`config.mk`:
```
export PLATFORM = sky130hd
export DESIGN_NAME = reservation_stations
export DESIGN_NICKNAME = d
export VERILOG_FILES = /design/src/rtl/reservation_stations.sv
export SDC_FILE = /design/constraint.sdc
export NUM_CORES = 2
export LEC_CHECK = 0
export ABC_CLOCK_PERIOD_IN_PS = 4100
export BUFFER_PORTS_ARGS = -buffer_cell sky130_fd_sc_hd__buf_2
export CAP_MARGIN = 20
export CORE_AREA = 2 2 526 528
export DETAILED_ROUTE_END_ITERATION = 8
export DIE_AREA = 0 0 528 530
export PLACE_DENSITY = 0.46
export RECOVER_POWER = 25
export SETUP_SLACK_MARGIN = 0.02
export SLEW_MARGIN = 20
export SYNTH_ARGS = -nofsm -noshare
export SYNTH_HDL_FRONTEND = slang
export SYNTH_SLANG_ARGS = --single-unit
```
`constraint.sdc`:
```
create_clock -name clk -period 4.1 [get_ports clk]
set_input_delay 0.41 -clock clk [delete_from_list [all_inputs] [get_ports clk]]
set_output_delay 0.41 -clock clk [all_outputs]
set_load 0.01 [all_outputs]
```
`src/rtl/reservation_stations.sv`:
```
// Reservation-station array: dispatch write, dual-CDB operand wakeup, one issue per cycle.
// Build option: define RS_OLDEST_FIRST_EN to issue the oldest ready entry (per-slot age counters).
`ifndef RS_SIZE
`define RS_SIZE 8
`endif

module reservation_stations #(
    parameter int RS_SIZE = `RS_SIZE,
    parameter int AGE_W   = 4,
    parameter int TAG_W   = 6,
    parameter int DATA_W  = 32,
    parameter int CTRL_W  = 8,
    parameter int LSQ_W   = 4,
    localparam int ID_W    = (RS_SIZE > 1) ? $clog2(RS_SIZE) : 1,
    localparam int ENTRY_W = 1 + 3 * TAG_W + 3 * DATA_W + CTRL_W + LSQ_W,
    localparam int CDB_W   = TAG_W + DATA_W
) (
    input  logic                       clk,
    input  logic                       reset,
    input  logic                       flush,
    input  logic                       dispatch_valid,
    input  logic [ID_W-1:0]            dispatch_id,
    input  logic [ENTRY_W-1:0]         dispatch_entry,
    input  logic [CDB_W-1:0]           cdb1,
    input  logic [CDB_W-1:0]           cdb2,
    input  logic                       issue_ready,
    output logic [RS_SIZE*ENTRY_W-1:0] res_stations,
    output logic                       issue_valid,
    output logic [ENTRY_W-1:0]         issue_entry,
    output logic [ID_W-1:0]            issue_id,
    output logic                       rs_full,
    output logic                       dispatch_err
);

    // Field order (MSB first) is the packed layout seen on dispatch_entry and res_stations.
    typedef struct packed {
        logic              busy;
        logic [TAG_W-1:0]  tag;
        logic [TAG_W-1:0]  tag_1;
        logic [TAG_W-1:0]  tag_2;
        logic [DATA_W-1:0] value_1;
        logic [DATA_W-1:0] value_2;
        logic [DATA_W-1:0] imm;
        logic [CTRL_W-1:0] ctrl_bits;
        logic [LSQ_W-1:0]  lsq_id;
    } rs_entry_t;

    typedef struct packed {
        logic [TAG_W-1:0]  tag;
        logic [DATA_W-1:0] value;
    } cdb_t;

    cdb_t      cdb1_s;
    cdb_t      cdb2_s;
    rs_entry_t dispatch_s;

    rs_entry_t [RS_SIZE-1:0]            rs_q;
    logic      [RS_SIZE-1:0][AGE_W-1:0] age_val;
    logic      [RS_SIZE-1:0]            busy;
    logic      [RS_SIZE-1:0]            ready;
    logic      [RS_SIZE-1:0]            busy_next;
    logic      [RS_SIZE-1:0]            err_slot;

    logic             sel_found;
    logic [ID_W-1:0]  sel_id;
    logic [AGE_W-1:0] best_age;
    logic             issue_fire;
    logic             rs_full_reg;
    logic             dispatch_err_reg;

    assign cdb1_s     = cdb_t'(cdb1);
    assign cdb2_s     = cdb_t'(cdb2);
    assign dispatch_s = rs_entry_t'(dispatch_entry);

    // Resolve each waiting operand from the buses; cdb1 wins when both carry the same tag.
    function automatic rs_entry_t wake(input rs_entry_t e, input cdb_t c1, input cdb_t c2);
        rs_entry_t w;
        w = e;
        if (w.tag_1 != '0) begin
            if (c1.tag == w.tag_1) begin
                w.value_1 = c1.value;
                w.tag_1   = '0;
            end else if (c2.tag == w.tag_1) begin
                w.value_1 = c2.value;
                w.tag_1   = '0;
            end
        end
        if (w.tag_2 != '0) begin
            if (c1.tag == w.tag_2) begin
                w.value_2 = c1.value;
                w.tag_2   = '0;
            end else if (c2.tag == w.tag_2) begin
                w.value_2 = c2.value;
                w.tag_2   = '0;
            end
        end
        return w;
    endfunction

    genvar gi;
    generate
        for (gi = 0; gi < RS_SIZE; gi++) begin : g_slot
            rs_entry_t slot_reg;
            rs_entry_t slot_next;
            logic      hit;
            logic      issued;

            assign busy[gi]  = slot_reg.busy;
            assign ready[gi] = slot_reg.busy && (slot_reg.tag_1 == '0) && (slot_reg.tag_2 == '0);
            assign hit       = dispatch_valid && (dispatch_id == ID_W'(gi));
            assign issued    = issue_fire && (sel_id == ID_W'(gi));
            // A slot leaving through issue this cycle still refuses the write, but silently.
            assign err_slot[gi] = hit && slot_reg.busy && !issued;

            always_comb begin
                slot_next = slot_reg;
                if (issued) begin
                    slot_next = '0;
                end else if (slot_reg.busy) begin
                    slot_next = wake(slot_reg, cdb1_s, cdb2_s);
                end else if (hit) begin
                    slot_next      = wake(dispatch_s, cdb1_s, cdb2_s);
                    slot_next.busy = 1'b1;
                end
            end

            always_ff @(posedge clk) begin
                if (reset || flush) begin
                    slot_reg <= '0;
                end else begin
                    slot_reg <= slot_next;
                end
            end

            assign busy_next[gi] = slot_next.busy;
            assign rs_q[gi]      = slot_reg;
            assign res_stations[gi*ENTRY_W +: ENTRY_W] = slot_reg;

`ifdef RS_OLDEST_FIRST_EN
            logic [AGE_W-1:0] age_reg;

            // Age restarts at 0 on the write edge and counts while the slot stays occupied.
            always_ff @(posedge clk) begin
                if (reset || flush || issued || !slot_reg.busy) begin
                    age_reg <= '0;
                end else if (age_reg != {AGE_W{1'b1}}) begin
                    age_reg <= age_reg + 1'b1;
                end
            end

            assign age_val[gi] = age_reg;
`else
            assign age_val[gi] = '0;
`endif
        end
    endgenerate

    // Strict greater-than keeps the lowest index on equal age; with ages tied at 0 this
    // reduces to a plain lowest-index priority pick.
    always_comb begin
        sel_found = 1'b0;
        sel_id    = '0;
        best_age  = '0;
        for (int i = 0; i < RS_SIZE; i++) begin
            if (ready[i] && (!sel_found || (age_val[i] > best_age))) begin
                sel_found = 1'b1;
                sel_id    = ID_W'(i);
                best_age  = age_val[i];
            end
        end
    end

    assign issue_fire  = sel_found && issue_ready;
    assign issue_valid = sel_found;
    assign issue_id    = sel_id;
    assign issue_entry = sel_found ? rs_q[sel_id] : '0;

    always_ff @(posedge clk) begin
        if (reset || flush) begin
            rs_full_reg      <= 1'b0;
            dispatch_err_reg <= 1'b0;
        end else begin
            rs_full_reg      <= &busy_next;
            dispatch_err_reg <= |err_slot;
        end
    end

    assign rs_full      = rs_full_reg;
    assign dispatch_err = dispatch_err_reg;

endmodule

```
==> metrics <==
critical path type=flop to output port; post-route cell area=around 0.078 mm²; fmax=238 MHz; P&R area growth vs syn=36.0%; Die ar.=about 0.28 mm²; vias per cell=5.76; final setup vio count=15; H-tree levels=4; RSZ-0062 raised after global routing=yes; synthesized area per cell=between 7 and 8 µm²; cts bufs inserted=146; FFs w/ async S/R, synth=0; Die Y=between 500 and 600 µm; ys flop type=dfxtp_1; Pre-Repair DR Iteration Count=8; share of layout cells above drive strength 1=0.257; failing checks=negative setup slack; Final nets=8801; sequential fraction of the synthesis area=0.354; maximum root-to-sink buffer count=4; initial antenna violation count=55; flip-flop and latch area=0.0205 mm²; worst r2r path cells=21; gpl congestion=between 0.9 and 1; P_leak=28.7 nW; Multi-input gate area=approximately 0.036 mm²; TritonCTS clock tree=built; DRC=0; Post-synth EDFFs=0; count of max-cap constraint violations=0; Clock Pin Slew Worst Setup and Hold Paths=0.05 ns; Via Count=71000; count leader, synth=nand2_1; outcome=finished with violations; slew margin rel.=0.00733; Routed WL=472000 µm; Congestion Overflow GR=0; Core Area=about 0.27 mm²; top-area cell type share of the netlist area=0.354; Syn. warnings=0; Placed Cells=11900; placed inst area=0.0691 mm²; largest net degree at the start of global routing=120; Slew @ Worst Pin=1.49 ns; PortBufs=1346; TritonCTS Sinks=1018; wire length of the first global-routing pass=608000 µm; peak supply drop=0.000308 V; pre-CTS WS=~0.11 ns; top post-synthesis cells by count=nand2_1, dfxtp_1, clkbuf_1; biggest area consumer among synthesized cells=dfxtp_1; CP arrival=3.80 ns; Die W=528 µm; Initial DRC Count=8920; largest cells by area after synthesis=dfxtp_1, nand2_1, a21oi_1; CP Max Fanout=8; Slew Limit Fails=0; DP HPWL=about 320000 µm; starting density of the core=0.209; Distinct cells, synth=61; number of global-route vias before repair=65900; worst hold path type=primary input to flop; startpoint types=flop; critical path endpoint category=output port; Fillers=29700; latest clock arrival within the worst-skew pair=0.85 ns; Post-Synthesis Cells=about 7500; Critical Path RT=roughly 3.7 ns; Mapped Area=between 0.05 and 0.06 mm²; Worst Hold Path Cells=4; # IOs=between 1000 and 1500; Pwr Density=341 mW/mm²; crit path setup slack, layout=-0.107 ns; skew final=0.0647 ns; clock root buffer=clkbuf_16; crit path time final=~4.2 ns; setup TNS=-0.350 ns; drt wl/cell=38.3 µm; Cell Rows=between 150 and 200; ANT nets after route=0; max reg flops=between 1000 and 1500; Final Instance Count excl. Fillers=12300; Hold Vio Cnt, Final=0; Final Cycle Share=1.03; FF+latch count, synth=1018; GRT Total Usage=0.313
[layout by cell type (no fill, tap or decap), types with 227 or more instances in the layout]
master       n
nand2_1   1366
dfxtp_1    961
buf_2      816
a21oi_1    651
clkbuf_1   534
nor2_1     505
o21ai_0    330
buf_4      301
mux2_2     288
nand3_1    260
mux2i_1    227
[repair_timing]
| item | 4_1_cts | 5_1_grt |
|---|---|---|
| gates cloned | 14 | 21 |
| buffers inserted | 58 | 58 |
| hold endpoints to repair | 397 | 0 |
| endpoints found under the setup margin | 116 | 114 |
| pin swaps | 110 | 104 |
| resized for setup | 362 | 309 |
| hold buffers | 50 | 0 |
[critical path, cell delays in order (launching register included)]
cell and delay, ns:
dfxtp_4 0.36, nor4b_4 0.35, buf_4 0.17, and4_4 0.32, a311oi_4 0.06, buf_12 0.18
buf_12 0.17, clkbuf_16 0.17, a2111oi_0 0.46, a311oi_1 0.10, o21ai_1 0.17, nand2_2 0.20
buf_6 0.18
[cell type report]
cell class	count	share of cell area
tap	3607	0.0577
antenna	24	0.000768
sequential	1018	0.262
timing repair buffer	1885	0.164
clock buffer	217	0.0549
inverter	6	0.000288
multi-input combinational	5533	0.456
clock inverter	31	0.00418
[path summary, 6_finish.rpt]
| kind | end | startpoint | slack [ns] |
|---|---|---|---|
| max reg2reg | res_stations[951]$_SDFFE_PP0P_ | res_stations[998]$_SDFFE_PP0P_ | 0.27 |
| min | res_stations[315]$_SDFFE_PP0P_ | dispatch_entry[61] | 0.08 |
| max | issue_entry[74] | res_stations[371]$_SDFFE_PP0P_ | -0.11 |
| min reg2reg | res_stations[156]$_SDFFE_PP0P_ | res_stations[156]$_SDFFE_PP0P_ | 0.47 |
[power breakdown]
part	leakage [nW]	switching [mW]	internal [mW]	total (mW)
logic	18.2	2.67	1.09	3.77
clock network	2.25	5.32	7.47	12.8
registers	8.24	0.126	9.98	10.1
total	28.7	8.12	18.5	26.7
[through the flow]
| stage | power (mW) | hold slack (ns) | util |
|---|---|---|---|
| after global placement | 13.6 | 0.454 | 0.251 |
| after CTS | 26.6 | 0.0310 | 0.278 |
| final | 26.7 | 0.0814 | 0.285 |
| after global routing | 27.2 | 0.0984 | 0.284 |
| after detailed placement | 13.6 | 0.458 | 0.252 |
| after floorplan | 11.9 | 0.489 | - |
[metal layers]
layer / part of all wire / wire, µm / global-route usage
met5: 0.00072 / 340 / 0.00171
met4: 0.094 / 44400 / 0.248
met3: 0.10 / 48700 / 0.0910
met2: 0.44 / 210000 / 0.497
met1: 0.36 / 169000 / 0.351
[cell families (layout without fill, tap and decap cells)]
kind of cell / Yosys count / in the layout / synth area share
buffers and inverters: 967 / 2139 / 0.0715
flip-flops: 1018 / 1018 / 0.354
multiplexers: 515 / 515 / 0.0959
AO/OA/AOI/OAI: 2198 / 2198 / 0.249
other: 1 / 36 / 0.0000652
XOR/XNOR: 216 / 216 / 0.0329
AND/OR/NAND/NOR: 2592 / 2592 / 0.197
Note: power is estimated with default switching activity, not from simulation.
